[src/rtl/ram_port_arbiter.sv]
// ram_port_arbiter
//
// Shares one single-port RAM between three accelerators (FFT, FIR, IIR).
// Each accelerator can request a read burst (get) and a write burst (put);
// the six requesters are arbitrated round-robin and the owner is granted
// a burst of `filesize` words. Get bursts read from offset+count, put bursts
// write to offset+filesize+count (address arithmetic wraps modulo 2^AW).
// A per-requester done bit is raised when a burst completes and remains set
// until that requester drops its request.
//
// Ports
//   clk              clock
//   reset            synchronous, active-low reset
//   offset[AW]       base address of the input buffer (latched at grant)
//   filesize[LW]     words per burst (latched at grant)
//   get_req[3]       read request: bit0 FFT, bit1 FIR, bit2 IIR
//   put_req[3]       write request, same bit order
//   ram_ready        RAM accepts the current access this cycle
//   ram_read_enable  RAM read strobe
//   ram_write_enable RAM write strobe
//   ram_addr[AW]     RAM word address, valid while a strobe is high
//   grant[6]         one-hot owner: [2:0] get FFT/FIR/IIR, [5:3] put
//   read_done[3]     per-accelerator read burst complete
//   write_done[3]    per-accelerator write burst complete
//   busy             burst in progress (XFER or HOLD)

module ram_port_arbiter #(
  parameter int AW = 32,
  parameter int LW = 32
) (
  input  logic          clk,
  input  logic          reset,
  input  logic [AW-1:0] offset,
  input  logic [LW-1:0] filesize,
  input  logic [2:0]    get_req,
  input  logic [2:0]    put_req,
  input  logic          ram_ready,
  output logic          ram_read_enable,
  output logic          ram_write_enable,
  output logic [AW-1:0] ram_addr,
  output logic [5:0]    grant,
  output logic [2:0]    read_done,
  output logic [2:0]    write_done,
  output logic          busy
);

  typedef enum logic [1:0] {
    IDLE = 2'd0,
    XFER = 2'd1,
    HOLD = 2'd2
  } state_t;

  state_t        state_reg;
  logic [5:0]    grant_reg;
  logic [5:0]    done_reg;
  logic [2:0]    last_reg;
  logic [AW-1:0] addr_reg;
  logic [LW-1:0] count_reg;
  logic [LW-1:0] len_reg;
  logic          rd_reg;
  logic          wr_reg;
  logic          busy_reg;

  logic [5:0]    req;
  logic [7:0]    elig;
  logic [3:0]    cand;
  logic          pick_valid;
  logic [2:0]    pick_idx;
  logic          pick_is_put;
  logic          owner_req;
  logic          last_word;
  logic          fs_zero;
  logic [5:0]    done_set;

  assign req = {put_req, get_req};

  // A requester that already finished a burst must drop its request
  // before it can compete again. Upper two bits pad the vector to a
  // power of two so a 3-bit index never falls outside it.
  assign elig[7:6] = 2'b00;
  genvar gi;
  generate
    for (gi = 0; gi < 6; gi++) begin : g_elig
      assign elig[gi] = req[gi] & ~done_reg[gi];
    end
  endgenerate

  // Round-robin search: scan last+1, last+2, ... (mod 6), first hit wins.
  always_comb begin
    pick_valid = 1'b0;
    pick_idx   = 3'd0;
    cand       = 4'd0;
    for (int k = 1; k <= 6; k++) begin
      cand = {1'b0, last_reg} + 4'(k);
      if (cand >= 4'd6) begin
        cand = cand - 4'd6;
      end
      if (!pick_valid && elig[cand[2:0]]) begin
        pick_valid = 1'b1;
        pick_idx   = cand[2:0];
      end
    end
  end

  assign pick_is_put = (pick_idx >= 3'd3);
  assign owner_req   = |(req & grant_reg);
  assign last_word   = ((count_reg + LW'(1)) == len_reg);
  assign fs_zero     = (filesize == '0);

  // Done bits raised this cycle: either an empty burst selected in IDLE,
  // or the final word of a live burst being accepted.
  always_comb begin
    done_set = 6'd0;
    if (state_reg == IDLE && pick_valid && fs_zero) begin
      done_set = 6'd1 << pick_idx;
    end else if (state_reg == XFER && owner_req && ram_ready && last_word) begin
      done_set = grant_reg;
    end
  end

  always_ff @(posedge clk) begin
    if (!reset) begin
      state_reg <= IDLE;
      grant_reg <= 6'd0;
      done_reg  <= 6'd0;
      last_reg  <= 3'd5;
      addr_reg  <= '0;
      count_reg <= '0;
      len_reg   <= '0;
      rd_reg    <= 1'b0;
      wr_reg    <= 1'b0;
      busy_reg  <= 1'b0;
    end else begin
      // A done bit drops one cycle after its request is seen low.
      done_reg <= (done_reg & req) | done_set;

      case (state_reg)
        IDLE: begin
          if (pick_valid) begin
            last_reg  <= pick_idx;
            len_reg   <= filesize;
            count_reg <= '0;
            busy_reg  <= 1'b1;
            if (fs_zero) begin
              state_reg <= HOLD;
            end else begin
              state_reg <= XFER;
              grant_reg <= 6'd1 << pick_idx;
              rd_reg    <= ~pick_is_put;
              wr_reg    <= pick_is_put;
              // Put bursts land just past the input buffer.
              addr_reg  <= pick_is_put ? (offset + AW'(filesize)) : offset;
            end
          end
        end

        XFER: begin
          if (!owner_req) begin
            // Owner withdrew: abandon the burst without a done bit.
            state_reg <= IDLE;
            busy_reg  <= 1'b0;
            grant_reg <= 6'd0;
            rd_reg    <= 1'b0;
            wr_reg    <= 1'b0;
          end else if (ram_ready) begin
            if (last_word) begin
              state_reg <= HOLD;
              grant_reg <= 6'd0;
              rd_reg    <= 1'b0;
              wr_reg    <= 1'b0;
            end else begin
              count_reg <= count_reg + LW'(1);
              addr_reg  <= addr_reg + AW'(1);
            end
          end
        end

        HOLD: begin
          state_reg <= IDLE;
          busy_reg  <= 1'b0;
        end

        default: begin
          state_reg <= IDLE;
          busy_reg  <= 1'b0;
          grant_reg <= 6'd0;
          rd_reg    <= 1'b0;
          wr_reg    <= 1'b0;
        end
      endcase
    end
  end

  assign ram_read_enable  = rd_reg;
  assign ram_write_enable = wr_reg;
  assign ram_addr         = addr_reg;
  assign grant            = grant_reg;
  assign read_done        = done_reg[2:0];
  assign write_done       = done_reg[5:3];
  assign busy             = busy_reg;

endmodule

[config.mk]
export PLATFORM = sky130hd
export DESIGN_NAME = ram_port_arbiter
export DESIGN_NICKNAME = d
export VERILOG_FILES = /design/src/rtl/ram_port_arbiter.sv
export SDC_FILE = /design/constraint.sdc
export NUM_CORES = 1
export LEC_CHECK = 0
export CELL_PAD_IN_SITES_DETAIL_PLACEMENT = 1
export CELL_PAD_IN_SITES_GLOBAL_PLACEMENT = 2
export CORE_MARGIN = 5
export CORE_UTILIZATION = 30
export DETAILED_ROUTE_END_ITERATION = 8
export PLACE_DENSITY = 0.89
export SLEW_MARGIN = 10
export SYNTH_ARGS = -nofsm -noshare
export SYNTH_HDL_FRONTEND = slang
export SYNTH_SLANG_ARGS = --single-unit
[constraint.sdc]
create_clock -name clk -period 3.8 [get_ports clk]
set_clock_uncertainty 0.2 [all_clocks]
set_input_delay 0.76 -clock clk [delete_from_list [all_inputs] [get_ports clk]]
set_output_delay 0.76 -clock clk [all_outputs]
set_load 0.02 [all_outputs]
After elaboration in Yosys (flattened, before gate mapping)
Index checks and enable logic that the tools add are counted.
{"block": "totals", "in_bits": 73, "ff_bits": 116, "output_inout_bits": 47, "wordCells": 160}
{"block": "classes", "reduce_logical": 25, "add_sub_neg": 15, "bitwise": 17, "mux": 68, "shift": 1, "magnitude_cmp": 13, "eq_ne": 11}
{"operator": "32-bit 2-to-1 mux", "n": 10}
{"operator": "32-bit case mux with 2 select lines", "n": 2}
{"operator": "32-bit by 1-bit adder with 32-bit output, second input constant", "n": 2}
{"operator": "6-bit 2-to-1 mux", "n": 7}
{"operator": "3-bit 2-to-1 mux", "n": 12}
{"operator": "32-bit adder", "n": 1}
{"operator": "32-bit == test", "n": 1}
{"operator": "32-bit zero test", "n": 1}
{"operator": "4-bit by 3-bit >= comparator with 1-bit output, second input constant", "n": 6}
{"operator": "3-bit by 4-bit less-than comparator with 1-bit output, second input constant", "n": 6}
{"operator": "1-bit 2-to-1 mux", "n": 21}
{"operator": "1-bit binary-select mux with 3-bit select", "n": 6}
{"operator": "6-bit case mux with 3 select lines", "n": 1}
{"operator": "3-bit subtractor, second input constant", "n": 6}
{"operator": "3-bit by 3-bit adder with 4-bit output, second input constant", "n": 3}
{"operator": "6-bit AND", "n": 2}
{"operator": "2-bit != test, second input constant", "n": 6}
{"operator": "1-bit logical AND", "n": 10}
{"operator": "2-bit 2-to-1 mux", "n": 5}
{"operator": "5-bit AND reduction", "n": 2}
{"operator": "3-bit by 2-bit adder with 4-bit output, second input constant", "n": 2}
{"operator": "1-bit NOT", "n": 8}
{"operator": "1-bit AND", "n": 6}
{"operator": "3-bit != test, second input constant", "n": 2}
{"operator": "16 further kinds", "n": 22}

Logic depth before layout (Yosys ltp)
Gate-level depths: netlist (run 1).
{"block": "depth", "ltp_word": 26, "depth_mapped": 17, "ltp_nobuf": 14}

Worst setup path after synthesis (run 1)
No wires, ideal clock.
{"block": "synth_timing", "path_type": "input -> register", "startpoint": "input offset[14]", "endpoint": "register addr_reg[31] (netlist: ram_addr[31])", "n_path_buf": 0, "required_ps": 3483, "path_slack_ps": 27, "cell_stages": 12, "setup_ps": 117, "t_arrival_ps": 3455, "cell_sequence": "ha_1 > a21o_1 > a21o_1 > a211oi_1 > o211ai_1 > a311o_1 > a221oi_1 > o21ai_0 > a21oi_1 > xnor2_1 > mux2i_1 > a32o_1"}
{"block": "synth_between", "elab_chain_len": 5}
{"element": "from (decl)", "line_no": "33", "rtl": "input logic [AW-1:0] offset,"}
{"element": "32-bit adder", "line_no": "152", "rtl": "addr_reg <= pick_is_put ? (offset + AW'(filesize)) : offset;"}
{"element": "32-bit 2-to-1 mux", "line_no": "152"}
{"element": "32-bit 2-to-1 mux", "line_no": "144", "rtl": "if (fs_zero) begin"}
{"element": "32-bit 2-to-1 mux", "line_no": "139", "rtl": "if (pick_valid) begin"}
{"element": "32-bit case mux with 2 select lines", "line_no": "137", "rtl": "case (state_reg)"}
{"element": "to (signal assigned)", "line_no": "152"}
{"element": "to (signal assigned)", "line_no": "173", "rtl": "addr_reg <= addr_reg + AW'(1);"}
{"element": "to (decl)", "line_no": "57", "rtl": "logic [AW-1:0] addr_reg;"}
No other way between the ends. The select of a mux whose other input is x is not followed.
A chain may end at the register's enable or synchronous reset.

Worst setup path in the final report (run 1)
{"block": "layout_timing", "startpoint": "register last_reg[0]", "endpoint": "register addr_reg[16] (netlist: ram_addr[16])"}
{"block": "layout_between", "elab_chain_len": 26}
{"element": "from (decl)", "line_no": "56", "rtl": "logic [2:0] last_reg;"}
{"element": "from (signal assigned)", "line_no": "140", "rtl": "last_reg <= pick_idx;"}
{"element": "3-bit by 1-bit adder with 4-bit output", "line_no": "94", "rtl": "cand = {1'b0, last_reg} + 4'(k);"}
{"element": "4-bit by 3-bit >= comparator with 1-bit output or 3-bit subtractor (tied branches)", "line_no": "95, 96"}
{"element": "3-bit 2-to-1 mux", "line_no": "95", "rtl": "if (cand >= 4'd6) begin"}
{"element": "1-bit binary-select mux with 3-bit select", "line_no": "98", "rtl": "if (!pick_valid && elig[cand[2:0]]) begin"}
{"element": "1-bit 2-to-1 mux (implied by the code)", "line_no": "98"}
{"element": "1-bit 2-to-1 mux", "line_no": "98"}
{"element": "1-bit zero test", "line_no": "98"}
{"element": "1-bit logical AND", "line_no": "98"}
{"element": "[... 10 more ...]"}
{"element": "1-bit zero test", "line_no": "98"}
{"element": "1-bit logical AND", "line_no": "98"}
{"element": "3-bit 2-to-1 mux", "line_no": "98"}
{"element": "3-bit by 2-bit >= comparator with 1-bit output", "line_no": "105", "rtl": "assign pick_is_put = (pick_idx >= 3'd3);"}
{"element": "32-bit 2-to-1 mux", "line_no": "152"}
{"element": "32-bit 2-to-1 mux", "line_no": "144"}
{"element": "32-bit 2-to-1 mux", "line_no": "139"}
{"element": "32-bit case mux with 2 select lines", "line_no": "137"}
Several ways; a longest one is shown, not always the timed one. The select of a mux whose other input is x is not followed.

==> out/results.ini, run 1 <==
[place]
dp_hpwl_um=31600
io_buffers=119
place.gp.congestion=0.900

[route]
antenna_left=0
vias=11900
drt_iter0_drc=744
wl_per_cell_um=21.9
drcViolationCount=0
via_per_inst=5.69
drt_pass1_iterations=5
finalWirelength_um=45800

[yosys]
ys_seq_area_share_pct=23.6
synth_edf_count=0
syn-num-nets=1404
yosysUniqueCellTypes=99
synthArstFlopShare_pct=0
ys.flop_type=dfxtp_1
ys_ff_latch=116
yosysWarnings=0
avgSynthCellArea_um2=7.63
syn_area_mm2=0.00983
postSynthCellCount=1288

[power_and_ir_drop]
p_int_mw=8.18
switching_share_pct=44.1
power_frac_comb_pct=74.8
clkPwrFrac_pct=12.4
powerDensity_mw_per_mm2=967
power.share.sequential_pct=12.8
fin_total_pwr_mw=14.6
power_leakage_nw=6.16
ir_drop_uv=706
switching_power_mw=6.45

[worst_setup_path]
path_max_fanout=9
critPathCaptureType=flip-flop
crit_end=ram_addr[16]
crit_path_start=last_reg[0]
r2r-end=ram_addr[16]
path_class=flip-flop to flip-flop
cp.arrival_ns=3.94
reg2reg_slack_ns=-0.03
r2r_start=last_reg[0]
reg2reg_depth=16
startpoint_type=flip-flop
worstPathRequired_ns=3.91

[global_routing]
gr-usage-all-layers_pct=23.4
grt.overflow.total=0
grt_pass1_wl_um=68400
grt_pass1_vias=12400
antenna_found_initial=1
grt_max_degree=79

[layout]
final_cell_mix=262 x buf_4, 135 x nor2_1, 109 x dfxtp_1
mostFrequentLayoutCell=buf_4
antenna_cells=0
fin_util_pct=46.6
final_net_count=1757
drive_gt1_share_pct=29.0
area_delta_synth_final_pct=53.9

[clock_tree]
clk_latency_ns=0.43
numCtsBuffers=17
cts-hold-fix-buffers=0
cts_root_buffer=clkbuf_16
clock_path_buffers=2
clock_sinks=116
cts_htree_levels=4
cts_tree=yes
clk_pin_slew_ns=0.06

[die]
initial_core_util_pct=30.3
die_w_um=191
io_pins=120
die_area_mm2=0.0365
core_area_mm2=0.0325
fp-row-count=66
die_y_um=191

[flow_run]
cap_viol_max_count=0

[timing]
worst_slew_pin_slew_ns=0.898
post-route-period-util_pct=101
finalCriticalPeriod_ns=3.83
setup_viol=1
rsz0062_at_grt=yes
drv_slew=0
hold_viol=0
final.setup.worst_slack_ns=-0.0327
fmax_mhz=261
slew_headroom_pct=40.0
hold_slack_ns=0.289

[run_status]
status=finished, violations left
violations=negative setup slack

[min_path]
holdCritPathClass=flip-flop to flip-flop

==> cell usage after synthesis, types with 16 or more instances <==
library cell	n	area, µm²
nor3_1	40	200
xor2_1	33	289
nand2_1	111	417
clkbuf_1	43	161
o211ai_1	22	165
inv_1	23	86.3
mux2i_1	41	410
and3_1	17	106
nor2_1	138	518
a31oi_1	25	156
o21ai_0	87	435
dfxtp_1	116	2320
nand3_1	42	210
nor4_1	22	138
a22oi_1	16	120
ha_1	42	526
a21oi_1	95	475
nand2b_1	21	131
buf_2	19	95.1
xnor2_1	37	324
==> cells by family after synthesis <==
family / synth area share, %
adders and majority gates: 5.55
buffers and inverters: 4.79
muxes: 5.78
DFF: 23.6
and+or+nand+nor: 27.9
AOI/OAI and AO/OA: 25.9
xor gates and xnor gates: 6.47
==> power by group through the flow <==
stage / clock network (mW) / logic, mW / registers, mW
after floorplan: 0 / 4.65 / 1.90
after global placement: 0 / 7.52 / 1.86
after detailed placement: 0 / 7.71 / 1.87
after CTS: 1.82 / 9.81 / 1.86
after global routing: 1.87 / 11.5 / 1.91
final: 1.82 / 10.9 / 1.87
==> layer usage <==
metal / part of all wire [%] / global-route usage [%] / up-vias
li1: - / - / 5497
met1: 42 / 28.9 / 5884
met2: 49 / 40.7 / 400
met3: 5.3 / 4.29 / 131
met4: 3.6 / 8.37 / 2
met5: 0.026 / 0 / -
==> critical path, stage by stage, from the launching register on <==
cell,delay (ns)
dfxtp_4,0.39
buf_12,0.16
ha_4,0.19
xnor2_4,0.15
or4_1,0.43
a21oi_2,0.21
nor2b_2,0.08
and3b_2,0.22
and2_4,0.17
a221o_4,0.40
a21oi_4,0.14
buf_12,0.13
buf_12,0.13
buf_16,0.13
mux2i_1,0.20
nor2_1,0.06
o31a_1,0.30
==> worst min path at each step <==
stage | end | cells after the start | slack, ns | startpoint
after floorplan | len_reg[1] | 2 | 0.28 | len_reg[1]
after global placement | done_reg[4] | 2 | 0.28 | done_reg[4]
after detailed placement | done_reg[4] | 2 | 0.28 | done_reg[4]
after CTS | done_reg[4] | 2 | 0.29 | done_reg[4]
after global routing | done_reg[4] | 2 | 0.31 | done_reg[4]
final | done_reg[4] | 2 | 0.29 | done_reg[4]
==> through the flow <==
| stage | instances | instance area (µm²) | setup WS (ns) | setup TNS (ns) |
|---|---|---|---|---|
| 3_3_place_gp | 2008 | 13000 | -0.762 | -32.13 |
| 3_5_place_dp | 2008 | 13000 | -0.841 | -38.42 |
| 6_report | 2095 | 15100 | -0.0327 | -0.0327 |
| 2_1_floorplan | 1288 | 9830 | 0.0275 | 0 |
| 5_1_grt | 2095 | 15100 | -0.0991 | -0.859 |
| 4_1_cts | 2063 | 14300 | 0.00579 | 0 |
==> layout make-up <==
cell class                      instances  area (µm²)
Fill cell                            3827       17300
Multi-Input combinational cell       1073        7840
Timing Repair Buffer                  408        3650
Sequential cell                       116        2340
Tap cell                              442         553
Clock buffer                           23         498
Clock inverter                          8         146
Inverter                               25         109
==> timing repair <==
| item | CTS | global route |
|---|---|---|
| endpoints found under the hold margin | 0 | 0 |
| cloned | 4 | 1 |
| endpoints found under the setup margin | 31 | 95 |
| pin swaps | 23 | 61 |
| buffers inserted | 20 | 33 |
| resized for setup | 90 | 143 |
Note: power is estimated with default switching activity, not from simulation.
==> inputs of run 2 (changes only) <==
--- a/config.mk
+++ b/config.mk
@@ -7,10 +7,11 @@
 export LEC_CHECK = 0
 export CELL_PAD_IN_SITES_DETAIL_PLACEMENT = 1
 export CELL_PAD_IN_SITES_GLOBAL_PLACEMENT = 2
-export CORE_MARGIN = 5
+export CORE_MARGIN = 3
 export CORE_UTILIZATION = 30
 export DETAILED_ROUTE_END_ITERATION = 8
 export PLACE_DENSITY = 0.89
+export SKIP_LAST_GASP = 1
 export SLEW_MARGIN = 10
 export SYNTH_ARGS = -nofsm -noshare
 export SYNTH_HDL_FRONTEND = slang
==> out/results.ini, run 2 (synthesis results as in run 1) <==
[run_status]
status=complete, no violations  ; was finished, violations left

[clock_tree]
cts-hold-fix-buffers=0  ; unchanged
clock_sinks=116  ; unchanged
clk_latency_ns=0.43  ; about the same
cts_htree_levels=4  ; unchanged
numCtsBuffers=17  ; unchanged
cts_root_buffer=clkbuf_16  ; unchanged
clock_path_buffers=2  ; unchanged
clk_pin_slew_ns=0.06  ; about the same
cts_tree=yes  ; unchanged

[timing]
setup_viol=0  ; was 1
drv_slew=0  ; unchanged
slew_headroom_pct=43.7  ; was 40.0%
final.setup.worst_slack_ns=0.0324  ; was -0.0327 ns
tns_ns=0  ; was -0.0327 ns
hold_viol=0  ; unchanged
worst_slew_pin_slew_ns=0.843  ; was 0.898 ns
post-route-period-util_pct=99.1  ; was 101%
finalCriticalPeriod_ns=3.77  ; was 3.83 ns
rsz0062_at_grt=yes  ; unchanged
fmax_mhz=265  ; was 261 MHz

[worst_setup_path]
path_class=flip-flop to flip-flop  ; unchanged
worstPathRequired_ns=3.91  ; about the same
r2r_start=last_reg[1]  ; was last_reg[0]
cp.arrival_ns=3.88  ; was 3.94 ns
crit_path_start=last_reg[1]  ; was last_reg[0]
path_max_fanout=6  ; was 9
startpoint_type=flip-flop  ; unchanged
critPathCaptureType=flip-flop  ; unchanged

[min_path]
holdCritPathClass=flip-flop to flip-flop  ; unchanged
min_from=count_reg[1]  ; was done_reg[4]

[route]
vias=11600  ; was 11900
via_per_inst=5.68  ; was 5.69
drt_iter0_drc=665  ; was 744
wl_per_cell_um=21.2  ; was 21.9 µm
drt_pass1_iterations=5  ; unchanged
antenna_left=0  ; unchanged
drcViolationCount=0  ; unchanged
finalWirelength_um=43300  ; was 45800 µm

[place]
dpl.cell_count=1981  ; was 2008
dp_hpwl_um=31100  ; was 31600 µm
place_ws_ns=-0.834  ; was -0.841 ns
place.gp.congestion=0.903  ; was 0.900
io_buffers=119  ; unchanged

[layout]
drive_gt1_share_pct=25.9  ; was 29.0%
mostFrequentLayoutCell=buf_4  ; unchanged
antenna_cells=0  ; unchanged
final_cell_mix=232 x buf_4, 133 x nor2_1, 109 x dfxtp_1  ; was 262 x buf_4, 135 x nor2_1, 109 x dfxtp_1
final_net_count=1712  ; was 1757
multi_input_area_mm2=0.00763  ; was 0.00784 mm²
ff_latch_area_mm2=0.00233  ; was 0.00234 mm²
final_cells=2043  ; was 2095
area_delta_synth_final_pct=46.2  ; was 53.9%
fill_cells=3806  ; was 3827

[global_routing]
gr-usage-all-layers_pct=23.4  ; about the same
grt_max_degree=57  ; was 79
antenna_found_initial=1  ; unchanged
grt.overflow.total=0  ; unchanged
grt_pass1_wl_um=66500  ; was 68400 µm
grt_pass1_vias=11800  ; was 12400

[power_and_ir_drop]
powerDensity_mw_per_mm2=898  ; was 967 mW/mm²
ir_drop_uv=580  ; was 706 µV
power_leakage_nw=5.77  ; was 6.16 nW
fin_total_pwr_mw=12.9  ; was 14.6 mW

[die]
die_area_mm2=0.0350  ; was 0.0365 mm²
fp-row-count=65  ; was 66
die_w_um=187  ; was 191 µm
initial_core_util_pct=30.8  ; was 30.3%
die_y_um=187  ; was 191 µm
io_pins=120  ; unchanged
core_area_mm2=0.0320  ; was 0.0325 mm²

[flow_run]
cap_viol_max_count=0  ; unchanged

[run 2: changes by cell type in the layout (fill, tap and decap cells not counted), sizes merged]
cell	change
inv	+2
bufinv	-2
clkbuf	-1
buf	-44
dlygate4sd2	+4
clkdlybuf4s15	-4
[run 2: worst paths after layout]
check | end | slack [ns] | cells after the start
min reg2reg | count_reg[1] | 0.29 | 2
min | count_reg[1] | 0.29 | 2
max reg2reg | ram_addr[2] | 0.03 | 17
max | ram_addr[2] | 0.03 | 17
[run 2: layer usage]
layer	routed length, µm	part of all wire (%)	GRT usage (%)
met5	9	0.021	0
met4	1030	2.4	6.89
met3	1750	4.0	2.83
met2	21600	50	41.0
met1	18900	44	30.2
[run 2: repair_timing]
action,in CTS,in global routing
endpoints found under the setup margin,54,59
pin swaps,28,40
setup buffers,18,13
resized for setup,75,95
gates cloned,2,0
[run 2: critical path: stages (launching register included)]
cell      delay, ns
dfxtp_1        0.34
inv_2          0.07
buf_4          0.15
ha_1           0.25
a21oi_2        0.27
nor3_2         0.08
a211oi_2       0.29
o32ai_4        0.19
nor2b_2        0.20
buf_4          0.14
a31oi_2        0.22
nand2_1        0.16
a21oi_4        0.20
buf_12         0.13
buf_12         0.14
mux2_2         0.37
o211ai_1       0.18
a21oi_1        0.09
[run 2: where the power goes]
part           switching [mW]  internal (mW)  total [mW]
clock                   0.638           1.05        1.68
sequential              0.346           1.51        1.85
combinational            4.90           4.47        9.37
[run 2: final cells by class]
cell class	count	area share [%]
Clock buffer	23	3.46
Clock inverter	8	0.688
Inverter	25	0.653
Multi-Input combinational cell	1073	53.1
Sequential cell	116	16.2
Tap cell	435	3.79
Timing Repair Buffer	363	22.1
[run 2: through the flow]
step	area (µm²)	utilization (%)	hold WS, ns
after floorplan	9830	-	0.276
after global placement	12900	40.2	0.280
after detailed placement	12900	40.2	0.294
after CTS	13900	43.5	0.301
after global routing	14400	45.0	0.315
final	14400	45.0	0.294
==> inputs of run 3 (changes only) <==
--- a/config.mk
+++ b/config.mk
@@ -9,6 +9,7 @@
 export CELL_PAD_IN_SITES_GLOBAL_PLACEMENT = 2
 export CORE_MARGIN = 3
 export CORE_UTILIZATION = 30
+export CTS_CLUSTER_DIAMETER = 50
 export DETAILED_ROUTE_END_ITERATION = 8
 export PLACE_DENSITY = 0.89
 export SKIP_LAST_GASP = 1
==> results of run 3 <==
The final DEF is identical to that of run 2; final timing and power are the same.
